File: src/rtl/eth_flow_ctrl.sv
// Purpose: per-channel Ethernet pause-frame request generator driven by MAC RX FIFO level flags.
// Latency: one cycle; a flag sampled at rising edge N shows on xoff_gen/xon_gen/paused after edge N+1.
// Backpressure: none; level flags are sampled every cycle and pulses are single-cycle, never held.
module eth_flow_ctrl #(
   parameter int NUM_CH         = 2,
   parameter int REFRESH_CYCLES = 65535,
   parameter int HOLDOFF_CYCLES = 256
) (
   input  logic                  clk_clk,
   input  logic                  reset_reset_n,
   input  logic [NUM_CH-1:0]     ch_enable,
   input  logic [NUM_CH-1:0]     ff_rx_a_full,
   input  logic [NUM_CH-1:0]     ff_rx_a_empty,
   output logic [NUM_CH-1:0]     xoff_gen,
   output logic [NUM_CH-1:0]     xon_gen,
   output logic [NUM_CH-1:0]     paused,
   output logic [16*NUM_CH-1:0]  xoff_count
);

   typedef enum logic [1:0] {
      ST_RUN    = 2'd0,
      ST_PAUSED = 2'd1,
      ST_HOLD   = 2'd2
   } state_t;

   localparam logic [15:0] REFRESH_LOAD = 16'(REFRESH_CYCLES - 1);
   localparam logic [15:0] HOLDOFF_LOAD = 16'(HOLDOFF_CYCLES - 1);

   state_t      state [NUM_CH];
   logic [15:0] cnt   [NUM_CH];

   // Saturating +1 so a long-paused channel parks at all-ones instead of wrapping.
   function automatic logic [15:0] sat_inc(input logic [15:0] v);
      return (v == 16'hFFFF) ? v : v + 16'd1;
   endfunction

   // One FSM per channel; the shared down-counter times either the XOFF refresh
   // interval (PAUSED) or the minimum quiet time after an XON (HOLD).
   always_ff @(posedge clk_clk or negedge reset_reset_n) begin
      if (!reset_reset_n) begin
         for (int i = 0; i < NUM_CH; i++) begin
            state[i] <= ST_RUN;
            cnt[i]   <= 16'd0;
         end
         xoff_gen   <= '0;
         xon_gen    <= '0;
         paused     <= '0;
         xoff_count <= '0;
      end else begin
         for (int i = 0; i < NUM_CH; i++) begin
            xoff_gen[i] <= 1'b0;
            xon_gen[i]  <= 1'b0;
            case (state[i])
               ST_RUN: begin
                  // a_full wins over a_empty here: only a_full is looked at in RUN.
                  if (ch_enable[i] && ff_rx_a_full[i]) begin
                     xoff_gen[i]           <= 1'b1;
                     paused[i]             <= 1'b1;
                     state[i]              <= ST_PAUSED;
                     cnt[i]                <= REFRESH_LOAD;
                     xoff_count[16*i +: 16] <= sat_inc(xoff_count[16*i +: 16]);
                  end
               end
               ST_PAUSED: begin
                  // Disable and drain both release the link; either beats a due refresh.
                  if (!ch_enable[i] || ff_rx_a_empty[i]) begin
                     xon_gen[i] <= 1'b1;
                     paused[i]  <= 1'b0;
                     state[i]   <= ST_HOLD;
                     cnt[i]     <= HOLDOFF_LOAD;
                  end else if (cnt[i] == 16'd0) begin
                     xoff_gen[i]           <= 1'b1;
                     cnt[i]                <= REFRESH_LOAD;
                     xoff_count[16*i +: 16] <= sat_inc(xoff_count[16*i +: 16]);
                  end else begin
                     cnt[i] <= cnt[i] - 16'd1;
                  end
               end
               ST_HOLD: begin
                  // No XOFF may issue here; RUN is re-entered once the hold-off expires.
                  if (cnt[i] == 16'd0) begin
                     state[i] <= ST_RUN;
                  end else begin
                     cnt[i] <= cnt[i] - 16'd1;
                  end
               end
               default: begin
                  state[i]  <= ST_RUN;
                  paused[i] <= 1'b0;
                  cnt[i]    <= 16'd0;
               end
            endcase
         end
      end
   end

endmodule

File: config.mk
export PLATFORM = sky130hd
export DESIGN_NAME = eth_flow_ctrl
export DESIGN_NICKNAME = d
export VERILOG_FILES = /design/src/rtl/eth_flow_ctrl.sv
export SDC_FILE = /design/constraint.sdc
export NUM_CORES = 1
export LEC_CHECK = 0
export ABC_CLOCK_PERIOD_IN_PS = 2600
export CAP_MARGIN = 0
export CORE_ASPECT_RATIO = 1.75
export CORE_MARGIN = 1
export CORE_UTILIZATION = 54
export DETAILED_ROUTE_END_ITERATION = 8
export GPL_ROUTABILITY_DRIVEN = 0
export PLACE_DENSITY = 0.84
export SYNTH_ARGS = -nofsm -noshare
export SYNTH_HDL_FRONTEND = slang
export SYNTH_SLANG_ARGS = --single-unit
File: constraint.sdc
create_clock -name clk_clk -period 2.6 [get_ports clk_clk]
set_input_delay 0.39 -clock clk_clk [delete_from_list [all_inputs] [get_ports clk_clk]]
set_output_delay 0.39 -clock clk_clk [all_outputs]
set_load 0.05 [all_outputs]
; Word-level counts from Yosys, hierarchy flattened
; Index checks and enable logic that the tools add are counted.
[totals]
reg_bits = 74
in_bits = 8
output_inout_bits = 38
word_cells = 100
[op_classes]
addsub = 4
eq_ne = 18
mux = 46
n_bitwise = 2
reduce_logical = 20
[op_table]
columns = op, n
row1 = two-way mux 16 bit, 16
row2 = one-hot mux 16 bit (3 select lines), 2
row3 = one-hot mux 16 bit (2 select lines), 2
row4 = "adder 16 x 1 -> 16 bit, second input constant", 2
row5 = "== test 16 bit, second input constant", 2
row6 = logical NOT 16 bit, 2
row7 = "subtractor 16 x 1 -> 16 bit, second input constant", 2
row8 = "inequality test 2 bit, second input constant", 12
row9 = two-way mux 1 bit, 14
row10 = two-way mux 2 bit, 6
row11 = one-hot mux 2 bit (3 select lines), 2
row12 = AND reduction 3 bit, 4
row13 = AND reduction 4 bit, 2
row14 = one-hot mux 1 bit (3 select lines), 2
row15 = "== test 2 x 1 -> 1 bit, second input constant", 2
row16 = "== test 2 bit, second input constant", 2
row17 = logical NOT 2 bit, 2
row18 = one-hot mux 1 bit (2 select lines), 2
row19 = AND reduction 2 bit, 2
row20 = nonzero test 2 bit, 2
row21 = logical AND 1 bit, 2
row22 = logical NOT 1 bit, 2
row23 = logical OR 1 bit, 2
row24 = inverter 1 bit, 2

; Logic depth before layout (Yosys ltp)
; Gate-level depths: netlist of run 1.
[depth]
depth_word = 5
ltp_mapped = 9
mapped_depth_nobuf = 7

; Least setup slack after synthesis of run 1
; OpenSTA, ideal clock, no wires.
[synth_path]
path_type = register -> register
startpoint = register xoff_count[6]
endpoint = register xoff_count[9]
setup_ps = 145
arrival_time_ps = 2040
required_ps = 2455
path_slack_ps = 415
path_stages_with_launch = 6
path_buffers = 0
synth_period_minus_slack_ps = 2185
path_cell_list = dfrtp_1 > nand4_1 > or4_4 > o211a_1 > and4_1 > xor2_1
[synth_between]
elab_chain_len = 5
elab_cells_between_ends = 7
classes_between = add/sub (1) / eq/ne (1) / mux (5)
[synth_rtl]
columns = item, line_no
row1 = from (decl), 17  ; output logic [16*NUM_CH-1:0] xoff_count
row2 = "from (signal, indexed assignment)", 61  ; xoff_count[16*i +: 16] <= sat_inc(xoff_count[16*i +: 16]);
row3 = "from (signal, indexed assignment)", 74  ; xoff_count[16*i +: 16] <= sat_inc(xoff_count[16*i +: 16]);
row4 = adder 16 x 1 -> 16 bit or == test 16 bit (tied branches), 34  ; return (v == 16'hFFFF) ? v : v + 16'd1;
row5 = two-way mux 16 bit (*), 34
row6 = two-way mux 16 bit, 71  ; end else if (cnt[i] == 16'd0) begin
row7 = two-way mux 16 bit, 66  ; if (!ch_enable[i] || ff_rx_a_empty[i]) begin
row8 = one-hot mux 16 bit (2 select lines) (*), 53  ; case (state[i])
; Mark *: on every way between the ends. The rest lies on a longest branch, timed or not. The select of a mux whose other input is x is not followed.
; A chain may end at the register's enable or synchronous reset.

; Final worst setup path of run 1
[layout_path]
startpoint = register cnt[0] (netlist name)
endpoint = register cnt[12] (netlist name)
[layout_between]
elab_chain_len = 4
elab_cells_between_ends = 8
classes_between = add/sub (1) / eq/ne (1) / mux (4) / reduce/logical (2)
[layout_rtl]
columns = item, line_no
row1 = from (decl), 30  ; logic [15:0] cnt [NUM_CH];
row2 = "from (signal, indexed assignment)", 76  ; cnt[i] <= cnt[i] - 16'd1;
row3 = "from (signal, indexed assignment)", 84  ; cnt[i] <= cnt[i] - 16'd1;
row4 = subtractor 16 x 1 -> 16 bit or logical NOT 16 bit (tied branches), --
row5 = two-way mux 16 bit, 71
row6 = two-way mux 16 bit, 66
row7 = one-hot mux 16 bit (3 select lines), 53
; Parallel ways exist; a longest one is shown, timed or not. The select of a mux whose other input is x is not followed.

==> reports/metrics.sh, run 1 <==
RESULT_OF_THE_RUN='finished clean'
SINK_COUNT_OF_THE_CLOCK_TREE=74
FINAL_HOLD_VIOL_COUNT=0
CTS_TREE='done'
AVGSYNTHCELLAREA_UM2=9.50
VIA_COUNT_OF_THE_FIRST_GLOBAL_ROUTING_PASS=3760
DR.FIRST_ITER.DRC_COUNT=415
FINALWORSTPATHREQUIREDPERIOD_NS=2.46
DOMINANTREGCELLSYNTH='sky130_fd_sc_hd__dfrtp_1'
POWER.CLOCK.FRACTION_PCT=23.4
WORSTSKEWPAIRLATENCY_NS=0.33
SYNTH_EDF_COUNT=0
SETUP_VIOL_COUNT_FINAL=0
IO-PIN-COUNT=46
GLOBAL_ROUTE.USAGE.TOTAL_PCT=27.2
POST_SYNTH_INSTANCE_AREA_UM2=4230
CP_DATA_REQUIRED_TIME_NS=2.82
SEQUENTIALPOWERSHARE_PCT=37.9
FINAL_CRITICAL_PATH_SETUP_SLACK_NS=0.136
SYNTHARSTFLOPSHARE_PCT=100
NET-SWITCHING-POWER_mW=2.14
POST_LAYOUT_NONFILLER_INSTANCES=593
SYNTH.DISTINCT_CELLS=68
DRT_PASS1_ITERATIONS=5
YS_SEQ_AREA_SHARE_PCT=43.8
CELL_INTERNAL_POWER_DISSIPATION_mW=3.01
WORST_SETUP_PATH_END_KIND='register'
TIMING.HOLD.WORST.CLASS='input pin to asynchronous set/reset pin'
SYNTHTOLAYOUTAREAGROWTH_PCT=20.6
POWER.IR.VDD_WORST_V=0.000784
AVGROUTEDWIREPERCELL_UM=17.8
POWER.DENSITY_CELL_AREA_nW_PER_UM2=1010
VIAS=3895
FLOORPLAN.DIE.WIDTH_UM=68.9
COMMONEST_NON_FILL_NON_TAP_CELL_IN_THE_LAYOUT='sky130_fd_sc_hd__dfrtp_1'
GRT_MAX_DEGREE=75
CTSRESIZECOUNT=0
WORST_CLOCK_SKEW_NS=0.00779
PLACEMENT_ROWS=42
CP-START-KIND='register'
SETUP_REPAIR_AFTER_GLOBAL_ROUTING_MISSED_ITS_MARGIN='no'
CLOCK.FMAX_MHz=406
CTS_MAX_LEVEL=3
ANTENNA_CELLS_INSERTED=0
CLOCK_SLEW_AT_THE_REGISTER_CLOCK_PINS_OF_THE_WORST_SETUP_AND_HOLD_PATHS_NS=0.06
GLOBAL_ROUTE_WIRE_LENGTH_BEFORE_REPAIR_MM=16.9
CTS_ROOT_BUF='sky130_fd_sc_hd__clkbuf_16'
FP.COREAREA_UM2=7570
POSTCTSSETUPREPAIRBUFS=0
FIN_TNS_SETUP_NS=0
SYN_INST=445
PORT_BUFFERS=45
TOTALPOWERFINAL_mW=5.15
TIMING.FINAL.MAX_SLEW_VIOLATIONS=0
FIN_CRIT_SH_PCT=94.8
POWER.SHARE.COMBINATIONAL_PCT=38.7
YS_SEQ_ELEMENTS=74
SYNTHDOMINANTCELLAREASHARE_PCT=43.8
CTS-BUFFERS-INSERTED=9
SETUP.WORST_PATH.CLASS='register to register'
POWER.SHARE.SWITCHING_PCT=41.5
WORST_EP_ARRIVAL_TIME_NS=2.69
DRIVE_GT1_SHARE_PCT=9.90
SLEW_HEADROOM_PCT=38.5
PLACEMENT.SETUP.WORST_SLACK_NS=0.148
YS.WARNINGS.COUNT=0
DETAIL_ROUTE.VIAS_PER_CELL=6.57
LARGEST_BUFFER_COUNT_ON_ANY_CLOCK_PATH=2
DIE_H_UM=119
YOSYSTOPAREACELL='sky130_fd_sc_hd__dfrtp_1'
PLACE.DETAILED.INSTANCES=578
DP_HPWL_MM=7.27
WORST-SLEW-PIN-TRANSITION_NS=0.922
SYNTHESIS.NETS=459
CAP_VIOL_MAX_COUNT=0
POST_CTS_HOLD_BUFFER_COUNT=0
ROUTED_WIRELENGTH_MM=10.6
TIMING.CRITICAL_PATH.FANOUT_MAX=8
DETAIL_ROUTE.DRC_VIOLATIONS=0
FINAL_CELL_MIX='sky130_fd_sc_hd__dfrtp_1, sky130_fd_sc_hd__clkdlybuf4s50_1, sky130_fd_sc_hd__nand2_1'
FINALNETCOUNT=515
FLOORPLAN.INITIALDENSITY_PCT=55.8
GRT_ANTENNA_BEFORE_REPAIR=0
POWER.STATIC_LEAKAGE_nW=2.04
DETAIL-ROUTE-ANTENNA-NETS=0
MAIN_AREA_CONTRIBUTORS_AFTER_SYNTHESIS='sky130_fd_sc_hd__dfrtp_1, sky130_fd_sc_hd__xnor2_1, sky130_fd_sc_hd__a21oi_1, sky130_fd_sc_hd__o21ai_0, sky130_fd_sc_hd__nand2_1'
GLOBAL_ROUTE.OVERFLOW_TOTAL=0
DIEAREA_UM2=8200
stage by stage:
step                utilization (%)  hold slack, ns  area (µm²)
floorplan                         -          0.0944        4230
global placement               63.6           0.483        4810
detailed placement             63.6           0.494        4810
CTS                            67.3           0.229        5090
global route                   67.3           0.275        5090
finish                         67.3           0.177        5090
critical path, stage by stage, from the launching register on:
cell and delay (ns):
sky130_fd_sc_hd__dfrtp_1 0.44, sky130_fd_sc_hd__inv_1 0.14, sky130_fd_sc_hd__ha_1 0.15, sky130_fd_sc_hd__nor4b_1 0.39, sky130_fd_sc_hd__buf_4 0.21, sky130_fd_sc_hd__nand4_2 0.24
sky130_fd_sc_hd__a31oi_4 0.37, sky130_fd_sc_hd__o21ai_0 0.15, sky130_fd_sc_hd__a22o_1 0.26
synth_stat cells, types with 5 or more instances:
cell type / instances
sky130_fd_sc_hd__a211oi_1: 5
sky130_fd_sc_hd__a21o_1: 5
sky130_fd_sc_hd__a21oi_1: 28
sky130_fd_sc_hd__a22o_1: 7
sky130_fd_sc_hd__a31oi_1: 6
sky130_fd_sc_hd__and3_1: 7
sky130_fd_sc_hd__and4_1: 7
sky130_fd_sc_hd__clkbuf_1: 9
sky130_fd_sc_hd__dfrtp_1: 74
sky130_fd_sc_hd__ha_1: 6
sky130_fd_sc_hd__inv_1: 16
sky130_fd_sc_hd__nand2_1: 32
sky130_fd_sc_hd__nand2b_1: 7
sky130_fd_sc_hd__nand3_1: 23
sky130_fd_sc_hd__nand4_1: 15
sky130_fd_sc_hd__nor2_1: 30
sky130_fd_sc_hd__nor3_1: 14
sky130_fd_sc_hd__nor3b_1: 5
sky130_fd_sc_hd__nor4_1: 7
sky130_fd_sc_hd__o211a_1: 5
sky130_fd_sc_hd__o21a_1: 5
sky130_fd_sc_hd__o21ai_0: 27
sky130_fd_sc_hd__o31ai_1: 5
sky130_fd_sc_hd__xnor2_1: 26
sky130_fd_sc_hd__xor2_1: 5
cell families (layout without fill, tap and decap cells):
| kind of cell | Yosys count | after routing | share of synthesized area [%] |
|---|---|---|---|
| AO/OA/AOI/OAI | 126 | 126 | 20.3 |
| adder cells (fa/ha/maj) | 6 | 6 | 1.78 |
| XOR/XNOR | 31 | 31 | 6.43 |
| buffers and inverters | 31 | 91 | 3.46 |
| multiplexers | 3 | 3 | 0.888 |
| flip-flops | 74 | 74 | 43.8 |
| AND/OR/NAND/NOR | 174 | 174 | 23.3 |
area by class of cell:
type / count / area [µm²]
fill: 567 / 2470
multi-input combinational: 340 / 2230
sequential: 74 / 1850
timing repair buffer: 60 / 561
clock buffer: 10 / 229
tap: 88 / 110
inverter: 16 / 60.1
clock inverter: 5 / 56.3
path summary, 6_finish.rpt:
| check | to | from | slack (ns) | cells past startpoint |
|---|---|---|---|---|
| max | cnt[12] | cnt[0] | 0.14 | 8 |
| min in group clk_clk | xoff_count[14] | xoff_count[14] | 0.50 | 1 |
| max reg2reg | cnt[12] | cnt[0] | 0.14 | 8 |
| min reg2reg | xoff_count[14] | xoff_count[14] | 0.50 | 1 |
| min | cnt[16] | reset_reset_n | 0.18 | 1 |
| max in group asynchronous | xoff_count[18] | reset_reset_n | 1.81 | 1 |
layer usage:
layer	vias to the layer above	track usage, %	wire, µm
met3	39	4.31	563
met5	-	0	0
met1	1902	30.8	4050
met2	178	46.2	5550
li1	1776	-	-
met4	0	15.4	394
power by group through the flow:
stage / registers [mW] / clock network, mW / logic, mW
after global placement: 1.93 / 0 / 1.90
final: 1.95 / 1.21 / 1.99
after CTS: 1.94 / 1.22 / 1.98
after global routing: 2.00 / 1.25 / 2.17
after detailed placement: 1.95 / 0 / 1.96
after floorplan: 2.08 / 0 / 1.21
flip-flops by register name, indices dropped and copies added, names as in the netlist:
| register | flops |
|---|---|
| xoff_gen | 2 |
| cnt | 32 |
| xon_gen | 2 |
| xoff_count | 32 |
| state | 4 |
| paused | 2 |
Note: power is estimated with default switching activity, not from simulation.
==> run 2: changes to the inputs <==
--- a/config.mk
+++ b/config.mk
@@ -5,11 +5,12 @@
 export SDC_FILE = /design/constraint.sdc
 export NUM_CORES = 1
 export LEC_CHECK = 0
-export ABC_CLOCK_PERIOD_IN_PS = 2600
+export ABC_CLOCK_PERIOD_IN_PS = 2400
 export CAP_MARGIN = 0
 export CORE_ASPECT_RATIO = 1.75
 export CORE_MARGIN = 1
 export CORE_UTILIZATION = 54
+export CTS_CLUSTER_SIZE = 30
 export DETAILED_ROUTE_END_ITERATION = 8
 export GPL_ROUTABILITY_DRIVEN = 0
 export PLACE_DENSITY = 0.84
==> constraint.sdc (replaced) <==
create_clock -name clk_clk -period 2.4 [get_ports clk_clk]
set_input_delay 0.36 -clock clk_clk [delete_from_list [all_inputs] [get_ports clk_clk]]
set_output_delay 0.36 -clock clk_clk [all_outputs]
set_load 0.05 [all_outputs]
==> run 2 against run 1 <==
Compared with the run above:
- register-to-register slack about the same
- via count increased by 1.2%
- highest routed layer unchanged
- die area unchanged
- count of clock-buffer cells in the layout increased by 1
- clock skew about the same
- core utilization increased by 1.8 points
- clock power increased by 22%
- worst hold slack got worse by 0.016 ns
- sequential cell count unchanged
- fmax increased by 8.3%
==> reports/metrics.sh, run 2 (synthesized netlist as in run 1, its figures left out) <==
RESULT_OF_THE_RUN='finished clean'
FINALNETCOUNT=526  # +2.1%
WORST-SLEW-PIN-TRANSITION_NS=0.949  # +0.0265 ns
CTS_MAX_LEVEL=3  # unchanged
SYNTHTOLAYOUTAREAGROWTH_PCT=23.8
WORST_CLOCK_SKEW_NS=0.00759  # -0.000203 ns
CLOCK_SLEW_AT_THE_REGISTER_CLOCK_PINS_OF_THE_WORST_SETUP_AND_HOLD_PATHS_NS=0.06  # about the same
FLOORPLAN.INITIALDENSITY_PCT=55.8  # unchanged
CRIT-REG2REG-CAPTURE='cnt[10]'
DIE_H_UM=119  # unchanged
FIN_TNS_SETUP_NS=0  # unchanged
MULTI_INPUT_AREA_UM2=2230  # unchanged
CTS_ROOT_BUF='sky130_fd_sc_hd__clkbuf_16'
DRT_PASS1_ITERATIONS=6  # +1
RR_STARTPOINT='cnt[1]'
POSTCTSSETUPREPAIRBUFS=0  # unchanged
DR.FIRST_ITER.DRC_COUNT=323  # -22%
VIAS=3940  # +1.2%
WORSTSKEWPAIRLATENCY_NS=0.34  # about the same
VIA_COUNT_OF_THE_FIRST_GLOBAL_ROUTING_PASS=3925  # +4.4%
TIMING.CRITICAL_PATH.FANOUT_MAX=6  # -2
FF2FF_PATH_DEPTH=8  # unchanged
DETAIL_ROUTE.DRC_VIOLATIONS=0  # unchanged
PLACEMENT_ROWS=42  # unchanged
ANTENNA_CELLS_INSERTED=0  # unchanged
CTSRESIZECOUNT=0  # unchanged
GLOBAL_ROUTE.OVERFLOW_TOTAL=0  # unchanged
SETUP.WORST_PATH.CLASS='register to register'
GRT_ANTENNA_BEFORE_REPAIR=0  # unchanged
POST_DP_CELL_AREA_UM2=4900  # +2.0%
FF_LATCH_AREA_UM2=1850  # unchanged
FINALWORSTPATHREQUIREDPERIOD_NS=2.27  # -0.190 ns
FINAL_CELL_MIX='sky130_fd_sc_hd__dfrtp_1, sky130_fd_sc_hd__clkdlybuf4s50_1, sky130_fd_sc_hd__nand2_1'
LARGEST_BUFFER_COUNT_ON_ANY_CLOCK_PATH=2  # unchanged
FP.COREAREA_UM2=7570  # unchanged
SETUP_VIOL_COUNT_FINAL=0  # unchanged
N_FILL_CELL=576  # +1.6%
PORT_BUFFERS=45  # unchanged
STDCELL_AREA_UM2=5230  # +2.7%
PLACEMENT.SETUP.WORST_SLACK_NS=0.00762  # -0.140 ns
CAP_VIOL_MAX_COUNT=0  # unchanged
DP_HPWL_MM=7.62  # +4.8%
POWER.DENSITY_CELL_AREA_nW_PER_UM2=1120  # +10%
TIMING.HOLD.WORST.CLASS='input pin to asynchronous set/reset pin'
TIMING.FINAL.MAX_SLEW_VIOLATIONS=0  # unchanged
DRIVE_GT1_SHARE_PCT=12.0  # +2.1 points
GRT_MAX_DEGREE=75  # unchanged
AVGROUTEDWIREPERCELL_UM=18.1  # +1.5%
SETUP_REPAIR_AFTER_GLOBAL_ROUTING_MISSED_ITS_MARGIN='no'
COMMONEST_NON_FILL_NON_TAP_CELL_IN_THE_LAYOUT='sky130_fd_sc_hd__dfrtp_1'
CP_DATA_REQUIRED_TIME_NS=2.63  # -0.19 ns
DETAIL_ROUTE.VIAS_PER_CELL=6.52  # -0.69%
WORST_EP_ARRIVAL_TIME_NS=2.50  # -0.19 ns
FINAL_CRITICAL_PATH_SETUP_SLACK_NS=0.126  # -0.0104 ns
CLOCK.FMAX_MHz=440  # +8.3%
FIN_CRIT_SH_PCT=94.8  # about the same
CPMAXSTAGEDELAYCELL='sky130_fd_sc_hd__a22oi_1'
GLOBAL_ROUTE_WIRE_LENGTH_BEFORE_REPAIR_MM=17.9  # +5.6%
POST_CTS_HOLD_BUFFER_COUNT=0  # unchanged
WORST-R2R-SETUP-SLACK_NS=0.13  # about the same
DETAIL-ROUTE-ANTENNA-NETS=0  # unchanged
ROUTED_WIRELENGTH_MM=10.9  # +3.4%
FINAL_HOLD_VIOL_COUNT=0  # unchanged
SLEW_HEADROOM_PCT=36.8  # -1.8 points
WORSTSETUPSTARTPOINT='cnt[1]'
SINK_COUNT_OF_THE_CLOCK_TREE=74  # unchanged
GLOBAL_ROUTE.USAGE.TOTAL_PCT=28.9  # +1.7 points
WORST-PATH-BUF-INV=2  # unchanged
CRITICAL-PATH-TOP-DELAY-FAMILY='compound AO/OA/AOI/OAI gates'
POWER.STATIC_LEAKAGE_nW=2.12  # +3.6%
LARGESTREGISTERS='cnt x32, xoff_count x32, state x4'
CTS-BUFFERS-INSERTED=9  # unchanged
PATH_CELLS='inv_1, ha_1, nor4b_1, buf_4, and4_1, a22oi_1, o21ai_0, a22o_1'
IO-PIN-COUNT=46  # unchanged
DIEAREA_UM2=8200  # unchanged
POWER.IR.VDD_WORST_V=0.000771  # -1.7%
WORST_SETUP_PATH_END_KIND='register'
CTS_TREE='done'
CP-START-KIND='register'
FLOORPLAN.DIE.WIDTH_UM=68.9  # unchanged
CRITICAL_PATH.MAX_STAGE_DELAY_NS=0.45  # about the same
==> run 2: metrics by stage <==
stage	cells	utilization [%]	hold slack [ns]	total power, mW
global route	604	69.1	0.257	6.17
global placement	589	64.8	0.481	4.21
CTS	604	69.1	0.202	5.83
finish	604	69.1	0.161	5.84
detailed placement	589	64.8	0.490	4.33
floorplan	445	-	0.0644	3.57
==> run 2: how the worst max path moves through the flow <==
| stage | to | slack, ns | cells after the start |
|---|---|---|---|
| final | cnt[10] | 0.13 | 8 |
| after global routing | xoff_count[8] | 0.006 | 8 |
| after CTS | cnt[12] | 0.18 | 8 |
| after detailed placement | cnt[12] | 0.008 | 7 |
| after global placement | cnt[15] | 0.13 | 7 |
| after floorplan | xoff_count[9] | 0.21 | 5 |
==> run 2: cell type report <==
class / instances / share of cell area (%)
clock buffers: 11 / 4.83
clock inverters: 4 / 1.43
inverters: 16 / 1.15
multi-input cells: 340 / 42.6
flip-flops and latches: 74 / 35.4
well taps: 88 / 2.10
repair buffers: 71 / 12.5
==> run 2: power breakdown <==
part	switching (mW)	leakage, nW	internal, mW
logic	1.34	1.06	0.921
clock network	0.524	0.154	0.961
registers	0.497	0.906	1.60
==> run 2: per-layer routing <==
layer,GRT usage [%],vias to the layer above,wire [µm]
met5,0,-,0
met4,16.2,0,416
met3,6.42,49,548
met2,49.8,159,5900
met1,30.7,1935,4040
li1,-,1797,-
